`config.mk`:
```
export PLATFORM = sky130hd
export DESIGN_NAME = fetch_unit
export DESIGN_NICKNAME = d
export VERILOG_FILES = /design/src/rtl/fetch_unit.sv
export SDC_FILE = /design/constraint.sdc
export NUM_CORES = 1
export LEC_CHECK = 0
export CELL_PAD_IN_SITES_DETAIL_PLACEMENT = 1
export CELL_PAD_IN_SITES_GLOBAL_PLACEMENT = 1
export CORE_ASPECT_RATIO = 1.2
export CORE_MARGIN = 10
export CORE_UTILIZATION = 31
export DETAILED_ROUTE_END_ITERATION = 16
export PLACE_DENSITY = 0.79
export SLEW_MARGIN = 20
export SYNTH_ARGS = -nofsm -noshare
export SYNTH_HDL_FRONTEND = slang
export SYNTH_SLANG_ARGS = --single-unit
```
`constraint.sdc`:
```
create_clock -name clk -period 2.1 [get_ports clk]
set_input_delay 0.42 -clock clk [delete_from_list [all_inputs] [get_ports clk]]
set_output_delay 0.42 -clock clk [all_outputs]
set_load 0.05 [all_outputs]
```
`src/rtl/fetch_unit.sv`:
```
// Instruction-fetch stage. Owns the PC, runs a request/done handshake with a
// multi-cycle instruction memory, applies execute-stage redirects, stops at
// HALT and emits NOP bubbles whenever no instruction is delivered.
module fetch_unit #(
    parameter logic [15:0] RESET_PC  = 16'h0000,
    parameter logic [15:0] NOP_INSTR = 16'h0800
) (
    input  logic        clk,
    input  logic        rst,
    input  logic        stall,
    input  logic        redirect,
    input  logic [15:0] redirect_pc,
    input  logic        imem_done,
    input  logic [15:0] imem_rdata,
    output logic        imem_req,
    output logic [15:0] imem_addr,
    output logic [15:0] instr_f,
    output logic [15:0] pc_f,
    output logic        halted
);

    typedef enum logic [1:0] {
        FETCH  = 2'd0,
        HOLD   = 2'd1,
        SQUASH = 2'd2,
        HALTED = 2'd3
    } state_t;

    state_t      state_q, state_d;
    logic [15:0] pc_q, pc_d;
    logic [15:0] hold_buf_q, hold_buf_d;
    logic [15:0] sq_addr_q, sq_addr_d;

    logic [15:0] word;
    logic [15:0] pc_plus2;
    logic        deliver;
    logic        word_is_halt;

    // Candidate word, delivery qualifier and sequential PC
    always_comb begin
        word         = (state_q == HOLD) ? hold_buf_q : imem_rdata;
        pc_plus2     = pc_q + 16'd2;
        deliver      = !stall && !redirect &&
                       (((state_q == FETCH) && imem_done) || (state_q == HOLD));
        word_is_halt = (word[15:11] == 5'b00000);
    end

    // State register with synchronous active-low reset
    always_ff @(posedge clk) begin
        if (!rst) begin
            state_q    <= FETCH;
            pc_q       <= RESET_PC;
            hold_buf_q <= NOP_INSTR;
            sq_addr_q  <= RESET_PC;
        end else begin
            state_q    <= state_d;
            pc_q       <= pc_d;
            hold_buf_q <= hold_buf_d;
            sq_addr_q  <= sq_addr_d;
        end
    end

    // Next-state logic; redirect outranks stall, done and halt
    always_comb begin
        state_d    = state_q;
        pc_d       = pc_q;
        hold_buf_d = hold_buf_q;
        sq_addr_d  = sq_addr_q;

        if (redirect) begin
            pc_d = redirect_pc;
            unique case (state_q)
                FETCH: begin
                    // An outstanding request must finish at its original
                    // address, so the old pc moves to sq_addr and pc is free.
                    if (!imem_done) begin
                        state_d   = SQUASH;
                        sq_addr_d = pc_q;
                    end
                end
                HOLD, HALTED: begin
                    state_d    = FETCH;
                    hold_buf_d = NOP_INSTR;
                end
                SQUASH: begin
                    if (imem_done) state_d = FETCH;
                end
                default: state_d = FETCH;
            endcase
        end else if (deliver) begin
            if (word_is_halt) begin
                state_d = HALTED;
            end else begin
                pc_d    = pc_plus2;
                state_d = FETCH;
            end
        end else begin
            unique case (state_q)
                FETCH: begin
                    if (imem_done) begin
                        hold_buf_d = imem_rdata;
                        state_d    = HOLD;
                    end
                end
                SQUASH: begin
                    if (imem_done) state_d = FETCH;
                end
                HOLD, HALTED: state_d = state_q;
                default:      state_d = FETCH;
            endcase
        end
    end

    // Outputs decoded from state plus the combinational delivery path
    always_comb begin
        imem_req  = (state_q == FETCH) || (state_q == SQUASH);
        imem_addr = (state_q == SQUASH) ? sq_addr_q : pc_q;
        instr_f   = deliver ? word : NOP_INSTR;
        pc_f      = deliver ? pc_plus2 : pc_q;
        halted    = (state_q == HALTED);
    end

endmodule

```
==> flow_summary.ini <==
[logic_synthesis]
syn_area_um2 = 2948
synth_nets = 416
ys.flop_type = dfxtp_1
avgSynthCellArea_um2 = 7.798
syn_inst = 378
synth_enable_flop_cells = 0
async_flop_share_pct = 0
ys_warn_count = 0
ys_types = 45
ys_ff_latch = 50
ys_seq_area_share_pct = 33.96

[global_routing]
grt-ovfl-total = 0
grt_max_degree = 51
grt_antenna_before_repair = 1
grt_use_total_pct = 19.32
grt_pass1_vias = 3742
grt_pass1_wl_um = 21340

[clock_tree]
clkTransAtPathRegs_ns = 0.09
clock_sinks = 50
cts-root-buf = clkbuf_8
clockBufferDepth = 2
clkLatencyLatePin_ns = 0.30
cts_inserted_buffers = 5
cts_tree = done
cts_max_level = 2

[placement]
io_buffer_count = 86
dp_slack_ns = -0.5740
place_congestion = 0.8035
hpwl_um = 8792
dp_cells = 597

[worst_setup_path]
crit_type = reg -> out
reg2regPathDepth = 8
end_kind = output pin
arrival_ns = 1.90
critPathLaunchType = flop
cp_data_required_time_ns = 1.68
rrSetupSlack_ns = -0.02
cp_max_fo = 5

[sta]
tightest_slew_ns = 0.5499
clock.fmax_mhz = 430.6
fin_skew_ns = 0.008602
grt_setup_unrepaired = true
setup_viol = 43
slew_violations = 0
hold_viol = 0
fin_crit_sh_pct = 110.6
setup_tns_ns = -3.780
slew_headroom_pct = 63.04
fin_ws_ns = -0.2226
period_needed_ns = 2.323

[outcome]
violations = negative setup slack
outcome = finished with violations

[power_and_ir_drop]
p_leak_nw = 2.382
vdd_ir_drop_max_mv = 0.4162
p_total_mw = 2.817
power_density_nw_per_um2 = 481.2

[drt]
num_vias = 3500
dr.pass1.iters = 4
drc = 0
post_drt_wl_per_cell_um = 24.56
viasPerCell = 5.529
postRouteAntennaNets = 0
drt_iter0_markers = 170
wl_um = 15540

[floorplan]
die_w_um = 109.0
core_area_um2 = 9176
chipHeight_um = 126.8
start_util_pct = 32.12
rows = 38
ios = 87
dieArea_um2 = 13830

[layout]
drive_gt1_share_pct = 47.56
fill_cells = 949
fin_cells = 633
register_area_um2 = 1025
multi_input_area_um2 = 2491
area_growth_pct = 98.60
final_nets = 552
diodes = 0

[worst_hold_path]
min-delay-path-class = reg -> reg
hold_depth = 2

[run]
cap_viol_max_count = 0
-- power breakdown --
group	total (mW)	switching (mW)	leakage, nW	internal, mW
Combinational	1.19	0.627	1.93	0.562
Clock	0.581	0.326	0.0431	0.255
Sequential	1.05	0.0544	0.413	0.992
Total	2.82	1.01	2.38	1.81
-- synthesized netlist by cell type, types with 2 or more instances --
library cell	count	area share (%)
buf_2	10	1.7
inv_1	4	0.51
buf_4	2	0.51
o21ai_0	17	2.9
nand3b_1	2	0.51
nand4_1	2	0.42
buf_1	2	0.25
o211ai_1	2	0.51
nor4_1	7	1.5
nor2_1	12	1.5
mux2i_1	2	0.68
nand2_1	76	9.7
a22oi_1	15	3.8
or3_1	3	0.64
clkbuf_1	23	2.9
xnor2_1	13	3.9
and4_1	3	0.89
and3_1	4	0.85
dfxtp_1	50	34
mux2_2	15	5.7
a31oi_1	2	0.42
a211oi_1	2	0.51
and2_1	3	0.64
nor4_2	3	1.3
a21o_1	3	0.76
a21boi_0	16	4.1
nand3_1	6	1.0
xor2_1	11	3.3
nor3_1	5	0.85
a21oi_1	28	4.8
nor2b_1	21	4.5
-- layout make-up --
| type | count | share of cell area [%] |
|---|---|---|
| multi-input cells | 286 | 42.55 |
| repair buffers | 167 | 35.71 |
| flip-flops and latches | 50 | 17.50 |
| well taps | 120 | 2.565 |
| clock buffers | 6 | 1.411 |
| inverters | 4 | 0.2565 |
-- per-layer routing --
metal | vias to the layer above | share of wire (%) | routed length [µm] | track usage (%)
li1 | 1561 | - | - | -
met1 | 1749 | 36 | 5576 | 20.85
met2 | 142 | 54 | 8361 | 34.36
met3 | 46 | 6.2 | 962 | 5.775
met4 | 2 | 4.0 | 629 | 7.071
met5 | - | 0.084 | 13 | 0
-- critical path: stages, from the launching register on --
cell      delay, ns
dfxtp_4        0.37
nor2_4         0.16
o211ai_1       0.19
buf_4          0.23
nor3_4         0.23
xor2_2         0.24
buf_12         0.17
-- cell usage in the layout, fill, tap and decap left out, types with 5 or more instances in the layout --
| cell type | instances |
|---|---|
| a21boi_0 | 16 |
| nand2_4 | 14 |
| xor2_2 | 5 |
| clkbuf_8 | 6 |
| buf_12 | 52 |
| buf_6 | 11 |
| dfxtp_4 | 5 |
| nor4_1 | 6 |
| nand2_2 | 6 |
| o21ai_0 | 16 |
| nor2_4 | 7 |
| a21oi_4 | 15 |
| xnor2_1 | 9 |
| xor2_4 | 5 |
| buf_4 | 62 |
| nand2_1 | 56 |
| clkdlybuf4s50_1 | 34 |
| a21oi_1 | 13 |
| dfxtp_1 | 41 |
| nor2b_1 | 19 |
| a22oi_1 | 15 |
| mux2_4 | 15 |
-- cell families after synthesis --
logic type	Yosys count	synth area share [%]
AND/OR/NAND/NOR	152	25.98
AO/OA/AOI/OAI	92	19.82
flip-flops	50	33.96
buffers and inverters	42	6.282
XOR/XNOR	24	7.131
multiplexers	17	6.409
adder cells (fa/ha/maj)	1	0.4244
-- path summary, 6_finish.rpt --
kind / start / endpoint
worst min register to register: sq_addr_q[11]$_SDFFE_PN0P_ / sq_addr_q[11]$_SDFFE_PN0P_
worst max register to register: state_q[1]$_SDFFE_PN0P_ / pc_q[12]$_SDFFE_PN0P_
worst min-delay path: sq_addr_q[11]$_SDFFE_PN0P_ / sq_addr_q[11]$_SDFFE_PN0P_
worst max-delay path: state_q[1]$_SDFFE_PN0P_ / pc_f[10]
-- flip-flops by register name, indices dropped and copies added (netlist names) --
signal and cells:
hold_buf_q 16, pc_q 16, state_q 2, sq_addr_q 16
-- metrics by stage --
stage / instance area (µm²) / hold WS, ns / utilization (%)
final: 5854 / 0.4860 / 63.80
after global routing: 5854 / 0.5102 / 63.80
after CTS: 5465 / 0.4738 / 59.56
after detailed placement: 4994 / 0.4573 / 54.42
after global placement: 4994 / 0.4463 / 54.42
after floorplan: 3311 / 0.4400 / -
-- repair_timing --
action | in CTS | in global routing
setup endpoints to repair | 50 | 49
resized for setup | 83 | 62
hold buffers | 0 | 0
cloned | 3 | 1
buffers inserted | 10 | 19
pin swaps | 16 | 38
Note: power is estimated with default switching activity, not from simulation.
